==> src/rtl/slow_counter_ctrl.sv <==
// Bounded, restartable slow counter: an internal prescaler produces count ticks,
// and a small FSM runs the count up to a captured limit with pause, clear and auto-reload.
module slow_counter_ctrl #(
    parameter int TICK_CYCLES = 5000,
    parameter int N           = 4
) (
    input  logic         clk,
    input  logic         rst,
    input  logic         start,
    input  logic         pause,
    input  logic         clear,
    input  logic         auto_reload,
    input  logic [N-1:0] limit,
    output logic [N-1:0] count,
    output logic         tick,
    output logic         busy,
    output logic         done,
    output logic [1:0]   state
);

    typedef enum logic [1:0] {
        S_IDLE   = 2'd0,
        S_RUN    = 2'd1,
        S_PAUSED = 2'd2,
        S_DONE   = 2'd3
    } state_t;

    localparam logic [25:0] PRE_RELOAD = 26'(TICK_CYCLES - 1);

    state_t       state_q;
    logic [25:0]  pre;
    logic [N-1:0] limit_q;
    logic [N-1:0] nxt;

    assign nxt   = count + 1'b1;
    assign tick  = (state_q == S_RUN) && (pre == '0) && !pause && !clear;
    assign busy  = (state_q == S_RUN) || (state_q == S_PAUSED);
    assign state = state_q;

    always_ff @(posedge clk or negedge rst) begin
        if (!rst) begin
            state_q <= S_IDLE;
            pre     <= PRE_RELOAD;
            limit_q <= '0;
            count   <= '0;
            done    <= 1'b0;
        end else begin
            // NOTE: done defaults low every cycle so any set below lasts exactly one cycle.
            done <= 1'b0;
            if (clear) begin
                state_q <= S_IDLE;
                count   <= '0;
                pre     <= PRE_RELOAD;
            end else begin
                unique case (state_q)
                    S_IDLE, S_DONE: begin
                        if (start) begin
                            limit_q <= limit;
                            count   <= '0;
                            pre     <= PRE_RELOAD;
                            if (limit == '0) begin
                                state_q <= S_DONE;
                                done    <= 1'b1;
                            end else begin
                                state_q <= S_RUN;
                            end
                        end
                    end
                    S_RUN: begin
                        // Pause wins over a coincident tick; pre is left at 0 so the
                        // suppressed tick fires on the first cycle back in RUN.
                        if (pause) begin
                            state_q <= S_PAUSED;
                        end else if (pre == '0) begin
                            pre <= PRE_RELOAD;
                            if (nxt == limit_q) begin
                                done <= 1'b1;
                                if (auto_reload) begin
                                    count <= '0;
                                end else begin
                                    count   <= limit_q;
                                    state_q <= S_DONE;
                                end
                            end else begin
                                count <= nxt;
                            end
                        end else begin
                            pre <= pre - 1'b1;
                        end
                    end
                    S_PAUSED: begin
                        if (!pause) state_q <= S_RUN;
                    end
                    default: state_q <= S_IDLE;
                endcase
            end
        end
    end

endmodule

==> config.mk <==
export PLATFORM = sky130hd
export DESIGN_NAME = slow_counter_ctrl
export DESIGN_NICKNAME = d
export VERILOG_FILES = /design/src/rtl/slow_counter_ctrl.sv
export SDC_FILE = /design/constraint.sdc
export NUM_CORES = 1
export LEC_CHECK = 0
export ABC_AREA = 1
export BUFFER_PORTS_ARGS = -buffer_cell sky130_fd_sc_hd__buf_2
export CAP_MARGIN = 0
export CORE_MARGIN = 4
export CORE_UTILIZATION = 43
export CTS_CLUSTER_SIZE = 30
export DETAILED_ROUTE_END_ITERATION = 10
export PLACE_DENSITY = 0.74
export SLEW_MARGIN = 5
export SYNTH_ARGS = -nofsm -noshare
export SYNTH_HDL_FRONTEND = slang
export SYNTH_SLANG_ARGS = --single-unit
==> constraint.sdc <==
create_clock -name clk -period 1.9 [get_ports clk]
set_input_delay 0.095 -clock clk [delete_from_list [all_inputs] [get_ports clk]]
set_output_delay 0.095 -clock clk [all_outputs]
set_load 0.02 [all_outputs]
==> reports/summary.json <==
{
  "first_global_vias": 2092,
  "setup.worst_path.start": "state[0]",
  "timing_hold_violations_final": 0,
  "timing.reg2reg.setup_slack_ns": 0.12,
  "clock_tree.htree_level_count": 2,
  "cts_tree": "done",
  "synth.largest_area_cell": "dfrtp_1",
  "required_ns": 2.11,
  "synth_area_leaders": "dfrtp_1 (32%), nand2_1 (17%), nor2_1 (11%), dfstp_2 (7.8%), nand3_1 (7.4%)",
  "fin_worst_skew_ns": 0.00378,
  "cts_made_buffers": 5,
  "worstReg2RegEnd": "pre[8]",
  "drive_gt1_share_pct": 18.9,
  "mostFrequentLayoutCell": "nand2_1",
  "multiInputGateArea_mm2": 0.00126,
  "insertion_delay_ns": 0.28,
  "static-leakage-power_nw": 1.47,
  "antenna_found_initial": 0,
  "drt-initial-drc-count": 142,
  "ioPinCount": 19,
  "ff_latch_area_um2": 936,
  "clock_tree.root_cell": "clkbuf_8",
  "die_area_mm2": 0.00673,
  "initial_core_util_pct": 45.3,
  "synth.yosys.seq_area_share_pct": 39.6,
  "synth_area_per_cell_um2": 6.75,
  "fmax_mhz": 562,
  "grt_util_all_layers_pct": 17.6,
  "syn2layout_area_growth_pct": 17.7,
  "min_period_ns": 1.78,
  "postSynthCellCount": 349,
  "hold_path.class": "input port to flop",
  "final_design_area_no_fill_mm2": 0.00277,
  "routed_via_density": 4.84,
  "yosys.cell_types.count": 29,
  "setup.worst_path.class": "flop to flop",
  "vdd_drop_max_mv": 0.873,
  "grt_start_max_net_pins": 38,
  "crit_end": "pre[8]",
  "max_slew_margin_pct": 44.6,
  "mapped_area_mm2": 0.00236,
  "final_min_period_over_clock_period_pct": 93.6,
  "maxSlewViolCount": 0,
  "worst_r2r_startpoint": "state[0]",
  "setup_viol_count_final": 0,
  "place.port_buffers": 18,
  "core_region_area_mm2": 0.00520,
  "drc": 0,
  "power_density_mw_per_mm2": 931,
  "most-common-layout-cells": "nand2_1 (103), nor2_1 (64), inv_1 (46), nand3_1 (35), dfrtp_1 (29)",
  "row_count": 26,
  "floorplan.die.width_um": 82.0,
  "outcome": "completed",
  "drtAntennaViolNets": 0,
  "detail_route.wl_per_cell_um": 11.5,
  "worst-r2r-cell-count": 9,
  "worst_path_clk_slew_ns": 0.07,
  "dieHeight_um": 82.0,
  "timing.critical_path.to_type": "flop",
  "synth-warning-count": 0,
  "wire_length_of_the_first_global_routing_pass_um": 9320,
  "crit_path_max_fanout": 10,
  "postSynthNetCount": 363,
  "overflow": 0,
  "start_kind": "flop",
  "tightestPinTransition_ns": 0.831,
  "maxCapViolCount": 0,
  "vias": 2232,
  "worst_ep_arrival_time_ns": 1.99,
  "globalplace.congestion": 0.907,
  "postLayoutCoreUtil_pct": 53.3,
  "route.final.wire_length_um": 5300,
  "cts_max_path_buffers": 2,
  "antennaDiodeCount": 0,
  "cts.sinks": 37,
  "design.final.nets": 404,
  "dpl-instance-area_mm2": 0.00262,
  "synth_seq_cells": 37,
  "detailedRoute.firstPassIterationCount": 4,
  "nFillCells": 527,
  "hpwl_um": 3990,
  "synth_top_area_share_pct": 31.8
}
cell type report:
class | count | share of cell area, %
clock buffers | 8 | 2.89
multi-input cells | 261 | 45.4
flip-flops and latches | 37 | 33.7
well taps | 70 | 3.16
inverters | 49 | 6.63
repair buffers | 36 | 8.21
metal layers:
metal  part of all wire [%]  track usage (%)  wire (um)
met2                     48             29.6       2540
met3                    4.4             3.95        232
met1                     47             23.5       2500
met4                   0.55             2.99         29
met5                      0                0          0
logic make-up after synthesis:
family / after synthesis / synth area share (%)
AO/OA/AOI/OAI: 9 / 2.02
XOR/XNOR: 8 / 2.97
flip-flops: 37 / 39.6
multiplexers: 1 / 0.478
buffers and inverters: 51 / 8.23
AND/OR/NAND/NOR: 239 / 44.5
adder cells (fa/ha/maj): 4 / 2.12
worst min-delay path by stage:
stage / from / to / slack [ns] / depth (start not counted)
after global placement: rst / pre[15] / 0.24 / 1
after CTS: limit[0] / limit_q[0] / 0.05 / 2
after global routing: limit[0] / limit_q[0] / 0.06 / 2
final: limit[0] / limit_q[0] / 0.06 / 2
after detailed placement: rst / pre[14] / 0.25 / 1
after floorplan: rst / count[0] / -0.20 / 0
per-stage QoR:
| step | total power (W) | instances | setup TNS, ns | hold slack, ns | setup slack [ns] |
|---|---|---|---|---|---|
| finish | 0.00258 | 461 | 0 | 0.0555 | 0.121 |
| global route | 0.00280 | 461 | -0.00461 | 0.0552 | -0.00461 |
| CTS | 0.00253 | 456 | 0 | 0.0511 | 0.0148 |
| detailed placement | 0.00198 | 447 | 0 | 0.248 | 0.0121 |
| global placement | 0.00195 | 447 | 0 | 0.237 | 0.122 |
| floorplan | 0.00164 | 349 | 0 | -0.201 | 0.00653 |
registers in the layout (all words and copies together) (netlist names):
register,count
count,4
done,1
limit_q,4
pre,26
state,2
what timing repair did:
item / 4_1_cts / 5_1_grt
endpoints found under the setup margin: 1 / 25
hold endpoints to repair: 30 / 0
buffers inserted: 0 / 5
pin swaps: 0 / 4
hold buffers: 1 / 0
gates resized for setup: 1 / 8
synthesized netlist by cell type:
cell type	number
nand3_1	35
nand3_4	1
buf_2	2
o211ai_1	1
nor3_1	3
nand3_2	1
nor2_2	4
dfstp_2	7
xor2_1	6
inv_1	46
or2_1	1
nand2_1	105
a21oi_1	5
o21ai_1	1
mux2_2	1
or2_2	4
nand3b_1	3
nor3_4	1
ha_1	4
o21ai_0	2
nor2_1	69
nor2_4	1
inv_2	3
nor4_1	1
nand2_2	1
nand4_1	8
xnor2_1	2
dfrtp_1	30
nor3_2	1
worst max-delay path, cell delays in order, from the launching register on:
cell     delay (ns)
dfrtp_1        0.40
inv_1          0.11
ha_4           0.23
nor2_2         0.15
nand2_2        0.08
nand3_4        0.14
inv_2          0.08
nand2_1        0.12
inv_2          0.11
or2_2          0.28
power by group:
part / total, W / switching [W] / internal, W
clock network: 0.000524 / 0.000264 / 0.000261
registers: 0.000962 / 0.0000735 / 0.000889
logic: 0.00110 / 0.000694 / 0.000403
total: 0.00258 / 0.00103 / 0.00155
Power figures use the tool's default switching activity.
